$ cat config.mk
export PLATFORM = sky130hd
export DESIGN_NAME = seq_multiplier
export DESIGN_NICKNAME = d
export VERILOG_FILES = /design/src/rtl/seq_multiplier.sv
export SDC_FILE = /design/constraint.sdc
export NUM_CORES = 1
export LEC_CHECK = 0
export BUFFER_PORTS_ARGS = -buffer_cell sky130_fd_sc_hd__buf_2
export CORE_UTILIZATION = 59
export CTS_BUF_LIST = sky130_fd_sc_hd__clkbuf_4
export DETAILED_ROUTE_END_ITERATION = 8
export PLACE_DENSITY = 0.88
export SLEW_MARGIN = 0
export SYNTH_ARGS = -nofsm -noshare
export SYNTH_HDL_FRONTEND = slang
export SYNTH_SLANG_ARGS = --single-unit
$ cat constraint.sdc
create_clock -name clock -period 5.1 [get_ports clock]
set_clock_uncertainty 0.1 [all_clocks]
set_input_delay 1.02 -clock clock [delete_from_list [all_inputs] [get_ports clock]]
set_output_delay 1.02 -clock clock [all_outputs]
set_load 0.005 [all_outputs]
$ cat src/rtl/seq_multiplier.sv
// Iterative N-bit shift-add multiplier with start/ready handshake and a one-cycle done pulse.
// Define SEQ_MUL_SIGNED_EN for two's-complement operands using Booth radix-2 recoding.
module seq_multiplier #(
    parameter int N = 4
) (
    input  logic             clock,
    input  logic             n_reset,
    input  logic             start,
    input  logic [N-1:0]     multiplicand,
    input  logic [N-1:0]     multiplier,
    output logic [2*N-1:0]   product,
    output logic             ready,
    output logic             busy,
    output logic             done
);

    localparam int CW = (N > 1) ? $clog2(N) : 1;
    localparam logic [CW-1:0] COUNT_INIT = CW'(N - 1);

    typedef enum logic [1:0] {
        IDLE = 2'd0,
        RUN  = 2'd1,
        DONE = 2'd2
    } state_t;

    state_t          state;
    logic [N:0]      a_reg;
    logic [N-1:0]    q_reg;
    logic [N-1:0]    m_reg;
    logic [CW-1:0]   count;
    logic [N:0]      m_ext;
    logic [N:0]      sum;
    logic [N:0]      next_a;
    logic [N-1:0]    next_q;
`ifdef SEQ_MUL_SIGNED_EN
    logic            q1;
`endif

    // A carries one guard bit so the add never overflows before the shift.
    always_comb begin
        m_ext  = '0;
        sum    = a_reg;
        next_a = '0;
        next_q = '0;
`ifdef SEQ_MUL_SIGNED_EN
        m_ext = {m_reg[N-1], m_reg};
        case ({q_reg[0], q1})
            2'b10:   sum = a_reg - m_ext;
            2'b01:   sum = a_reg + m_ext;
            default: sum = a_reg;
        endcase
        next_a = {sum[N], sum[N:1]};
`else
        m_ext  = {1'b0, m_reg};
        sum    = a_reg + (q_reg[0] ? m_ext : '0);
        next_a = {1'b0, sum[N:1]};
`endif
        next_q = {sum[0], q_reg[N-1:1]};
    end

    assign product = {a_reg[N-1:0], q_reg};

    always_ff @(posedge clock or negedge n_reset) begin
        if (!n_reset) begin
            state <= IDLE;
            a_reg <= '0;
            q_reg <= '0;
            m_reg <= '0;
            count <= '0;
`ifdef SEQ_MUL_SIGNED_EN
            q1    <= 1'b0;
`endif
            ready <= 1'b1;
            busy  <= 1'b0;
            done  <= 1'b0;
        end else begin
            case (state)
                IDLE, DONE: begin
                    done <= 1'b0;
                    if (start) begin
                        m_reg <= multiplicand;
                        q_reg <= multiplier;
                        a_reg <= '0;
                        count <= COUNT_INIT;
`ifdef SEQ_MUL_SIGNED_EN
                        q1    <= 1'b0;
`endif
                        state <= RUN;
                        ready <= 1'b0;
                        busy  <= 1'b1;
                    end
                end
                RUN: begin
                    a_reg <= next_a;
                    q_reg <= next_q;
`ifdef SEQ_MUL_SIGNED_EN
                    q1    <= q_reg[0];
`endif
                    count <= count - 1'b1;
                    // The step taken with count==0 is the last of N steps.
                    if (count == '0) begin
                        state <= DONE;
                        ready <= 1'b1;
                        busy  <= 1'b0;
                        done  <= 1'b1;
                    end
                end
                default: begin
                    state <= IDLE;
                    ready <= 1'b1;
                    busy  <= 1'b0;
                    done  <= 1'b0;
                end
            endcase
        end
    end

endmodule

Word level (Yosys, flattened, before mapping)
Cells that the tools add are included.

cells by class
  mux-type cells = 17
  add/sub/neg operators = 2
  reductions and logical operators = 7
  equality and inequality tests = 4

operators with widths
  kind                   count
  $pmux W5 S2            1
  $mux W4                2
  $pmux W2 S2            2
  $pmux W4 S2            1
  $mux W2                3
  $reduce_and A2 Y1      3
  $add A5 B4 Y5          1
  $mux W1                5
  $mux W5                1
  $logic_not A2 Y1       2
  $ne A2 B2 Y1 const B   2
  $pmux W1 S2            2
  $eq A2 B1 Y1 const B   1
  $eq A2 B2 Y1 const B   1
  $reduce_bool A2 Y1     1
  $reduce_or A2 Y1       1
  $sub A2 B1 Y2 const B  1

storage, ports and cells
  flip-flop bits (word level) = 20
  input port bits = 11

Longest topological paths before layout
  depth in word-level cells = 4
  mapped depth = 8

Worst setup path after synthesis
Ideal clock, no wire load.

  path kind = input-to-reg
  start point = in start
  end point = reg m_reg[0]
  setup slack = 3.213 ns
  cell stages on the path = 4
  library setup time = 0.125 ns
  arrival = 1.662 ns
  path through = buf_6 -> nor2b_4 -> buf_6 -> mux2_4

on the way
  word-level cells in the longest chain between the ends = 1

RTL lines
  item                                RTL line  source
  start: declaration                  8         input logic start,
  $reduce_and A2 Y1 (no source line)  --
  end signal: assignment              81        m_reg <= multiplicand;
  end: declaration                    29        logic [N-1:0] m_reg;

No other way between the ends.
A chain may end at the register's enable or synchronous reset.

Final worst setup path
  start point = reg ready
  end point = out ready

RTL lines
  item                      RTL line  source
  start: declaration        12        output logic ready,
  start signal: assignment  73        ready <= 1'b1;
  start signal: assignment  89        ready <= 1'b0;
  start signal: assignment  103       ready <= 1'b1;

No word-level cell between the ends.

==> flow_metrics.env <==
export IMPL_dp_slack_ns=3.04
export IMPL_rows=14
export IMPL_yosysTopAreaCellShare_pct=44.4
export IMPL_synth_most_common_cell="dfrtp_1"
export IMPL_drv_cap=0
export IMPL_period_share_pct=40.5
export IMPL_power_w=0.000689
export IMPL_cpMaxStageDelayCell="dfstp_2"
export IMPL_synth_edf_count=0
export IMPL_portBuffers=21
export IMPL_dieArea_sq_um=1890
export IMPL_power_leakage_nw=0.575
export IMPL_finalSetupTns_ns=0
export IMPL_gp_congestion=0.801
export IMPL_final_layout_size_suffix_gt1_share_pct=28.7
export IMPL_vias_per_cell=5.66
export IMPL_status="finished with violations"
export IMPL_syn_area_per_cell_sq_um=10.8
export IMPL_wire_per_inst_um=13.8
export IMPL_numCtsBuffers=3
export IMPL_slowest_delay_ns=0.56
export IMPL_clkTransAtPathRegs_ns=0.10
export IMPL_postCtsHoldBufs=0
export IMPL_grt_usage_pct=22.7
export IMPL_synth_area_sq_um=1010
export IMPL_nNetsFinal=133
export IMPL_drt_antenna_violating_nets=0
export IMPL_cp_end_kind="primary output"
export IMPL_ys_top_cells_by_area="dfrtp_1 44%, ha_1 6.2%, mux2_4 5.9%"
export IMPL_clkLatencyLatePin_ns=0.28
export IMPL_n_antenna_cell=0
export IMPL_critPathTopFamily="flip-flops"
export IMPL_timing_final_ws_setup_ns=3.04
export IMPL_antenna_found_initial=0
export IMPL_dp_cells=127
export IMPL_tightest_slew_ns=0.526
export IMPL_core_area_sq_um=1560
export IMPL_async_flop_share_pct=100
export IMPL_violations="DRC"
export IMPL_synth_fp_nets=111
export IMPL_setup_viol=0
export IMPL_post_cts_resized=0
export IMPL_syn_inst=94
export IMPL_cts_root_buffer="clkbuf_4"
export IMPL_first_pass_iters=6
export IMPL_io_pins=22
export IMPL_drc=2
export IMPL_initial_utilization_pct=65.1
export IMPL_synth_seq_cells=19
export IMPL_cp_arrival_ns=0.94
export IMPL_hold_violations=0
export IMPL_ff2ff_path_depth=8
export IMPL_htreeDepth=1
export IMPL_route_vias_total=741
export IMPL_crit_required_ns=3.98
export IMPL_whs_path_depth=1
export IMPL_area_delta_synth_final_pct=12.1
export IMPL_clock_sinks=19
export IMPL_grt_pass1_vias=724
export IMPL_grt_max_degree=20
export IMPL_grt_pass1_wl_um=3140
export IMPL_die_h_um=43.5
export IMPL_die_w_um=43.5
export IMPL_crit_buf_inv=1
export IMPL_synth_warnings=0
export IMPL_synth_cell_types=27
export IMPL_path_class="reg -> out"
export IMPL_irDropWorstVdd_mv=0.325
export IMPL_crit_chain="buf_2"
export IMPL_synth_ff_type="dfrtp_1"
export IMPL_finalMaxSlewViolations=0
export IMPL_ys_seq_area_share_pct=47.0
export IMPL_start_kind="register"
export IMPL_maxSlewHeadroom_pct=64.9
export IMPL_postCtsSetupBuffers=0
export IMPL_min_path_type="reg -> reg"
export IMPL_drtIter0Drc=12
export IMPL_drt_total_wl_um=1810
export IMPL_stdcell_count=131
export IMPL_clock_path_buffers=2
export IMPL_fillCellCount=123
export IMPL_yosys_top_cells_count="18 x dfrtp_1, 7 x a21oi_1, 7 x nor2_1"
export IMPL_cp_depth=1
export IMPL_cts_tree="yes"
export IMPL_max_freq_mhz=484
export IMPL_yosys_area_top_type="dfrtp_1"
export IMPL_fin_crit_ns=2.06
export IMPL_globalRouteOverflowTotal=0
export IMPL_rsz0062_at_grt="false"
export IMPL_p_per_area_nw_per_um2=606
export IMPL_crit_fanout=3
export IMPL_dp_hpwl_um=1400
==> worst register-to-register path, delay by kind of cell (launching register included) <==
family	cells	cell delay [ns]
AOI/OAI and AO/OA	3	0.36
adders and majority gates	2	0.59
buffers and inverters	1	0.06
DFF	1	0.42
and+or+nand+nor	2	0.29
==> worst paths after layout <==
check                                      from  slack, ns              endpoint
max                           ready$_DFFE_PN1P_       3.04                 ready
min                        count[0]$_DFFE_PN0P_       0.38  count[0]$_DFFE_PN0P_
max reg2reg                q_reg[0]$_DFFE_PN0P_       3.23  a_reg[3]$_DFFE_PN0P_
min reg2reg                count[0]$_DFFE_PN0P_       0.38  count[0]$_DFFE_PN0P_
max in group asynchronous               n_reset       4.02     ready$_DFFE_PN1P_
min in group asynchronous               n_reset       0.55  a_reg[1]$_DFFE_PN0P_
==> cells in the final DEF (no fill, tap or decap) <==
master	synthesis	layout
o21ai_0	6	6
nor2b_1	5	5
mux2_4	4	4
nand2b_1	1	1
a211oi_1	3	3
o22ai_1	1	1
a22oi_1	1	1
inv_1	6	6
a22o_1	3	3
buf_2	2	21
and2_1	4	4
o21ai_1	1	1
nor2b_4	1	1
nor2_2	2	2
xor2_1	2	2
and2b_1	1	1
o31ai_1	1	1
mux2i_1	3	3
ha_1	5	5
dfstp_2	1	1
fa_1	1	1
nand2_1	4	4
clkbuf_4	0	4
a21o_1	2	2
a21oi_1	7	7
nor2_1	7	7
dfrtp_1	18	18
==> power breakdown <==
group           total, W  switching [W]  internal, W
logic           0.000309       0.000142     0.000167
clock network  0.0000761      0.0000404    0.0000356
registers       0.000304      0.0000775     0.000226
==> cells by family (layout without fill, tap and decap cells) <==
logic type                 after synthesis  count (layout)  share of synthesized area, %
xor gates and xnor gates                 2               2                          1.73
DFF                                     19              19                          47.0
AOI/OAI and AO/OA                       25              25                          15.3
muxes                                    7               7                          8.88
adders and majority gates                6               6                          8.14
buffers and inverters                   10              31                          5.43
and+or+nand+nor                         25              25                          13.6
==> area by class of cell <==
class                   count  area (sq um)  share of cell area (%)
clock buffers               4          30.0                    2.64
inverters                   6          22.5                    1.98
multi-input cells          65           483                    42.5
flip-flops and latches     19           477                    41.9
well taps                  16          20.0                    1.76
repair buffers             21           105                    9.24
==> through the flow <==
step | instance area [sq um] | hold slack [ns] | util (%)
5_1_grt | 1140 | 0.412 | 73.0
6_report | 1140 | 0.380 | 73.0
2_1_floorplan | 1010 | 0.340 | -
4_1_cts | 1140 | 0.382 | 73.0
3_5_place_dp | 1110 | 0.367 | 71.0
3_3_place_gp | 1110 | 0.350 | 71.0
==> routing by layer <==
| layer | track usage (%) | up-vias | part of all wire [%] |
|---|---|---|---|
| met5 | 0 | - | 0 |
| met4 | 7.50 | 0 | 0.77 |
| met3 | 3.75 | 2 | 3.7 |
| met2 | 39.4 | 18 | 51 |
| met1 | 29.1 | 358 | 45 |
| li1 | - | 363 | - |
Power figures use the tool's default switching activity.
